<file path="src/rtl/truth_table_scanner.sv">
// Truth-table scanner: drives {a,b,c} through 000..111, samples f_in after a settle delay,
// and compares the captured table with EXPECTED. Optional: STOP_ON_MISMATCH_EN aborts on first mismatch.
module truth_table_scanner #(
    parameter int unsigned SETTLE_CYCLES = 2,
    parameter logic [7:0]  EXPECTED      = 8'h1D
) (
    input  logic       clk,
    input  logic       rst_n,
    input  logic       start,
    input  logic       f_in,
    output logic       a,
    output logic       b,
    output logic       c,
    output logic       busy,
    output logic       done,
    output logic [7:0] truth_table,
    output logic       match,
    output logic [3:0] mismatch_count,
    output logic [2:0] first_fail
);

    localparam int unsigned IDX_W = 3;
    localparam int unsigned CNT_W = 4;
    localparam int unsigned TT_W  = 8;
    localparam bit              NO_SETTLE   = (SETTLE_CYCLES == 0);
    localparam logic [CNT_W-1:0] SETTLE_LAST = NO_SETTLE ? CNT_W'(0) : CNT_W'(SETTLE_CYCLES - 1);

    typedef enum logic [1:0] {
        IDLE   = 2'd0,
        SETTLE = 2'd1,
        SAMPLE = 2'd2,
        FINISH = 2'd3
    } state_t;

    state_t            state_q, state_d;
    logic [IDX_W-1:0]  index_q, index_d;
    logic [CNT_W-1:0]  settle_q, settle_d;
    logic              busy_d, done_d, match_d;
    logic [TT_W-1:0]   tt_d;
    logic [CNT_W-1:0]  mc_d;
    logic [IDX_W-1:0]  ff_d;
    logic              miss;
    logic              last;

    // Stimulus vector comes straight from the index flops, so it only moves on clock edges.
    assign a = index_q[2];
    assign b = index_q[1];
    assign c = index_q[0];

    // State and result registers
    always_ff @(posedge clk or negedge rst_n) begin
        if (!rst_n) begin
            state_q        <= IDLE;
            index_q        <= '0;
            settle_q       <= '0;
            busy           <= 1'b0;
            done           <= 1'b0;
            truth_table    <= '0;
            match          <= 1'b0;
            mismatch_count <= '0;
            first_fail     <= '0;
        end else begin
            state_q        <= state_d;
            index_q        <= index_d;
            settle_q       <= settle_d;
            busy           <= busy_d;
            done           <= done_d;
            truth_table    <= tt_d;
            match          <= match_d;
            mismatch_count <= mc_d;
            first_fail     <= ff_d;
        end
    end

    // Next-state and next-output logic
    always_comb begin
        state_d  = state_q;
        index_d  = index_q;
        settle_d = settle_q;
        busy_d   = busy;
        done_d   = 1'b0;
        match_d  = match;
        tt_d     = truth_table;
        mc_d     = mismatch_count;
        ff_d     = first_fail;
        miss     = 1'b0;
        last     = 1'b0;

        case (state_q)
            IDLE: begin
                if (start) begin
                    tt_d     = '0;
                    mc_d     = '0;
                    ff_d     = '0;
                    match_d  = 1'b0;
                    index_d  = '0;
                    settle_d = '0;
                    busy_d   = 1'b1;
                    state_d  = NO_SETTLE ? SAMPLE : SETTLE;
                end
            end
            SETTLE: begin
                if (settle_q == SETTLE_LAST) begin
                    settle_d = '0;
                    state_d  = SAMPLE;
                end else begin
                    settle_d = settle_q + CNT_W'(1);
                end
            end
            SAMPLE: begin
                tt_d[index_q] = f_in;
                miss          = (f_in != EXPECTED[index_q]);
                if (miss) begin
                    mc_d = mismatch_count + CNT_W'(1);
                    if (mismatch_count == '0) begin
                        ff_d = index_q;
                    end
                end
`ifdef STOP_ON_MISMATCH_EN
                last = (index_q == IDX_W'(7)) || miss;
`else
                last = (index_q == IDX_W'(7));
`endif
                if (last) begin
                    state_d = FINISH;
                end else begin
                    index_d = index_q + IDX_W'(1);
                    state_d = NO_SETTLE ? SAMPLE : SETTLE;
                end
            end
            FINISH: begin
                done_d  = 1'b1;
                match_d = (mismatch_count == '0);
                busy_d  = 1'b0;
                state_d = IDLE;
            end
            default: begin
                state_d = IDLE;
            end
        endcase
    end

endmodule

</file>
<file path="config.mk">
export PLATFORM = sky130hd
export DESIGN_NAME = truth_table_scanner
export DESIGN_NICKNAME = d
export VERILOG_FILES = /design/src/rtl/truth_table_scanner.sv
export SDC_FILE = /design/constraint.sdc
export NUM_CORES = 1
export LEC_CHECK = 0
export CORE_MARGIN = 2
export CORE_UTILIZATION = 50
export DETAILED_ROUTE_END_ITERATION = 10
export PLACE_DENSITY = 0.76
export RECOVER_POWER = 25
export SETUP_SLACK_MARGIN = 0.4
export SLEW_MARGIN = 15
export SYNTH_ARGS = -nofsm -noshare
export SYNTH_HDL_FRONTEND = slang
export SYNTH_SLANG_ARGS = --single-unit
</file>
<file path="constraint.sdc">
create_clock -name clk -period 1.8 [get_ports clk]
set_input_delay 0.36 -clock clk [delete_from_list [all_inputs] [get_ports clk]]
set_output_delay 0.36 -clock clk [all_outputs]
set_load 0.005 [all_outputs]
</file>
==> summary.md <==
| Metric | Value |
|---|---|
| Die Y-Extent | `56.6 um` |
| Fraction of synthesized area in multiplexers | `0.0516` |
| CTS tree | `yes` |
| Synth-to-Final Area Change | `52.8%` |
| Crit-path cells | `buf_6, mux2i_4, xnor2_4, or4_1, nand3_1` |
| Hold path start | `settle_q[3]$_DFFE_PN0P_` |
| Commonest non-fill, non-tap cell in the layout | `buf_4` |
| Worst setup path class | `reg2reg` |
| Highest Clock Rate | `618 MHz` |
| Pin count of the biggest net entering global routing | `28` |
| Row cnt | `19` |
| Die width | `56.6 um` |
| DRT iter0 DRCs | `27` |
| IO Pins | `25` |
| CTS buffer count | `3` |
| CTS max path bufs | `2` |
| Final Setup Violations | `0` |
| Startpoint of the worst register-to-register path | `index_q[0]$_DFFE_PN0P_` |
| Post-route cell area | `2110 sq um` |
| Syn avg cell area | `9.67 sq um` |
| Arrival time worst endpoint | `1900 ps` |
| Final period utilization | `0.899` |
| Top delay family on crit path | `simple AND/OR/NAND/NOR gates` |
| First-pass iteration count of the detailed router | `4` |
| Critical path fanouts, max | `7` |
| RSZ-0062 raised after global routing | `yes` |
| Main combinational cell family by area after synthesis | `simple AND/OR/NAND/NOR gates` |
| Leak | `0.998 nW` |
| ANT cells | `0` |
| Fillers | `169` |
| CP endpoint kind | `flop` |
| Skew-Pair Late Insertion Delay | `330 ps` |
| GRT overflow | `0` |
| Fraction of layout cells with a size suffix above 1 | `0.365` |
| Die area | `3200 sq um` |
| WP buf/inv | `1` |
| Post-Syn Nets | `153` |
| Least-Margin Pin Slew | `674 ps` |
| Hold WC Path Type | `reg2reg` |
| Routed vias/inst | `5.75` |
| Initial antenna violation count | `0` |
| DRT antenna net count | `0` |
| Clock Tree Root | `clkbuf_4` |
| Synthesized flop and latch total | `27` |
| Max cap viols | `0` |
| Worst hold margin | `550 ps` |
| Seq/Total Area, Yosys | `0.489` |
| Launch point of the worst path | `index_q[0]$_DFFE_PN0P_` |
| Post-Synth Adder-Cell Area | `0.0543` |
| Vias in the first global route | `1322` |
| Layout net count | `214` |
| Clock sink count | `27` |
| PortBufs | `24` |
| Power, Total | `3.11 mW` |
| # DRC | `0` |
| GRT Overall Usage | `0.244` |
| Cell variety after synth | `30` |
| Final Wtd Congestion | `0.803` |
| Placed Area | `1740 sq um` |
| Slowest CP cell | `or4_1` |
| Setup TNS | `0 ps` |
| First-pass GRT wire length | `5930 um` |
| CP Launch Type | `flop` |
| IR drop worst, VDD | `1.03 mV` |
| Critical Path Max Stage Delay | `560 ps` |
| Most frequent cells in the layout | `33 x buf_4, 23 x dfrtp_1, 21 x nand2_1, 14 x clkdlybuf4s15_1, 13 x nand3_1` |
| Initial Utilization | `0.515` |
| Pins over their slew limit | `0` |
| Final wirelength | `4040 um` |
| Synth Cell Area | `1380 sq um` |
| DR vias | `1345` |
| Cell count after synthesis | `143` |
| XOR/XNOR Fraction of Synth Area | `0.0127` |
| Post-synthesis compound-gate area fraction | `0.142` |
| Min Tclk post-route | `1620 ps` |
| Final Hold Fails | `0` |
| Clock skew | `4.95 ps` |
| Critical Path RT | `2080 ps` |
| Yosys warning total | `0` |
| Max_slew headroom | `0.550` |
| DR WL/cell | `17.3 um` |
| Power density cells | `1470 nW/um^2` |
| Clock slew at reported path FFs | `150 ps` |
| Detail Placement HPWL | `2170 um` |
| Status | `finished clean` |
| Core area | `2690 sq um` |
| Post-synthesis simple-gate area fraction | `0.208` |
| H-Tree Depth | `1` |
## layout make-up
class	instances	area, sq um	area share
clock buffer	3	22.5	0.0107
clock inverter	1	7.51	0.00355
tap	31	38.8	0.0184
timing repair buffer	63	526	0.249
multi-input combinational	101	807	0.382
sequential	27	681	0.322
inverter	8	30.0	0.0142
## state kept, by name (all words and copies together), names as in the netlist
signal / flops
done: 1
index_q: 3
match: 1
first_fail: 3
truth_table: 8
busy: 1
mismatch_count: 4
state_q: 2
settle_q: 4
## cells in the mapped netlist, drive strengths merged
cell type,count,area [sq um]
inv,8,30.0
nor2,4,15.0
nand2,22,82.6
nand3,16,80.1
o211ai,4,30.0
o21bai,2,15.0
mux2,1,11.3
o41ai,1,8.76
xor2,1,8.76
dfrtp,27,676
o21ai,9,45.0
a31oi,1,6.26
o31ai,1,7.51
nand3b,2,15.0
ha,6,75.1
xnor2,1,8.76
nor2b,2,12.5
buf,3,13.8
a22o,6,52.6
a21oi,1,5.00
and2b,1,7.51
or4,2,15.0
nand2b,3,18.8
nor4,1,6.26
clkbuf,4,15.0
mux2i,6,60.1
o311ai,3,26.3
or3,2,12.5
nor3b,3,22.5
## per-stage QoR
stage          setup WS, ps   util  instances
4_1_cts                 261  0.732        225
5_1_grt                 134  0.786        234
6_report                181  0.786        234
3_5_place_dp           20.0  0.647        205
3_3_place_gp           62.8  0.647        205
2_1_floorplan           400      -        143
## timing repair
action                     4_1_cts  5_1_grt
hold buffers                     0        0
setup endpoints to repair       38       40
pin swaps                        3        5
setup buffers                   16        9
gates cloned                     0        0
gates resized for setup         52       35
## worst reg2reg max path: cells and delay by family (launching register included)
| family | cells | cell delay (ps) |
|---|---|---|
| xor gates and xnor gates | 1 | 120 |
| buffers and inverters | 1 | 140 |
| DFF | 1 | 440 |
| muxes | 1 | 210 |
| and+or+nand+nor | 2 | 670 |
## routing by layer
metal | routed length (um) | global-route usage | vias up
li1 | - | - | 626
met2 | 2070 | 0.422 | 44
met5 | 0 | 0 | -
met4 | 117 | 0.129 | 0
met1 | 1680 | 0.285 | 663
met3 | 180 | 0.0438 | 12
## kinds of logic (layout without fill, tap and decap cells)
kind of cell | count (synthesis) | count (layout)
buf+inv | 15 | 75
flops | 27 | 27
compound gates | 28 | 28
xor+xnor | 2 | 2
mux | 7 | 7
fa+ha+maj | 6 | 6
simple gates | 58 | 58
## where the power goes
group | internal (mW) | total, mW | switching, mW
Combinational | 0.955 | 1.90 | 0.945
Clock | 0.0851 | 0.273 | 0.188
Sequential | 0.803 | 0.941 | 0.137
## path summary, 6_finish.rpt
check / end / slack, ps / cells after the start
hold reg to reg: settle_q[3]$_DFFE_PN0P_ / 550 / 2
min in group asynchronous: first_fail[0]$_DFFE_PN0P_ / 560 / 2
setup / recovery: mismatch_count[3]$_DFFE_PN0P_ / 180 / 5
setup reg to reg: mismatch_count[3]$_DFFE_PN0P_ / 180 / 5
hold / removal: settle_q[3]$_DFFE_PN0P_ / 550 / 2
max in group asynchronous: index_q[1]$_DFFE_PN0P_ / 760 / 2
No activity file was read; power rests on OpenSTA's default activity.
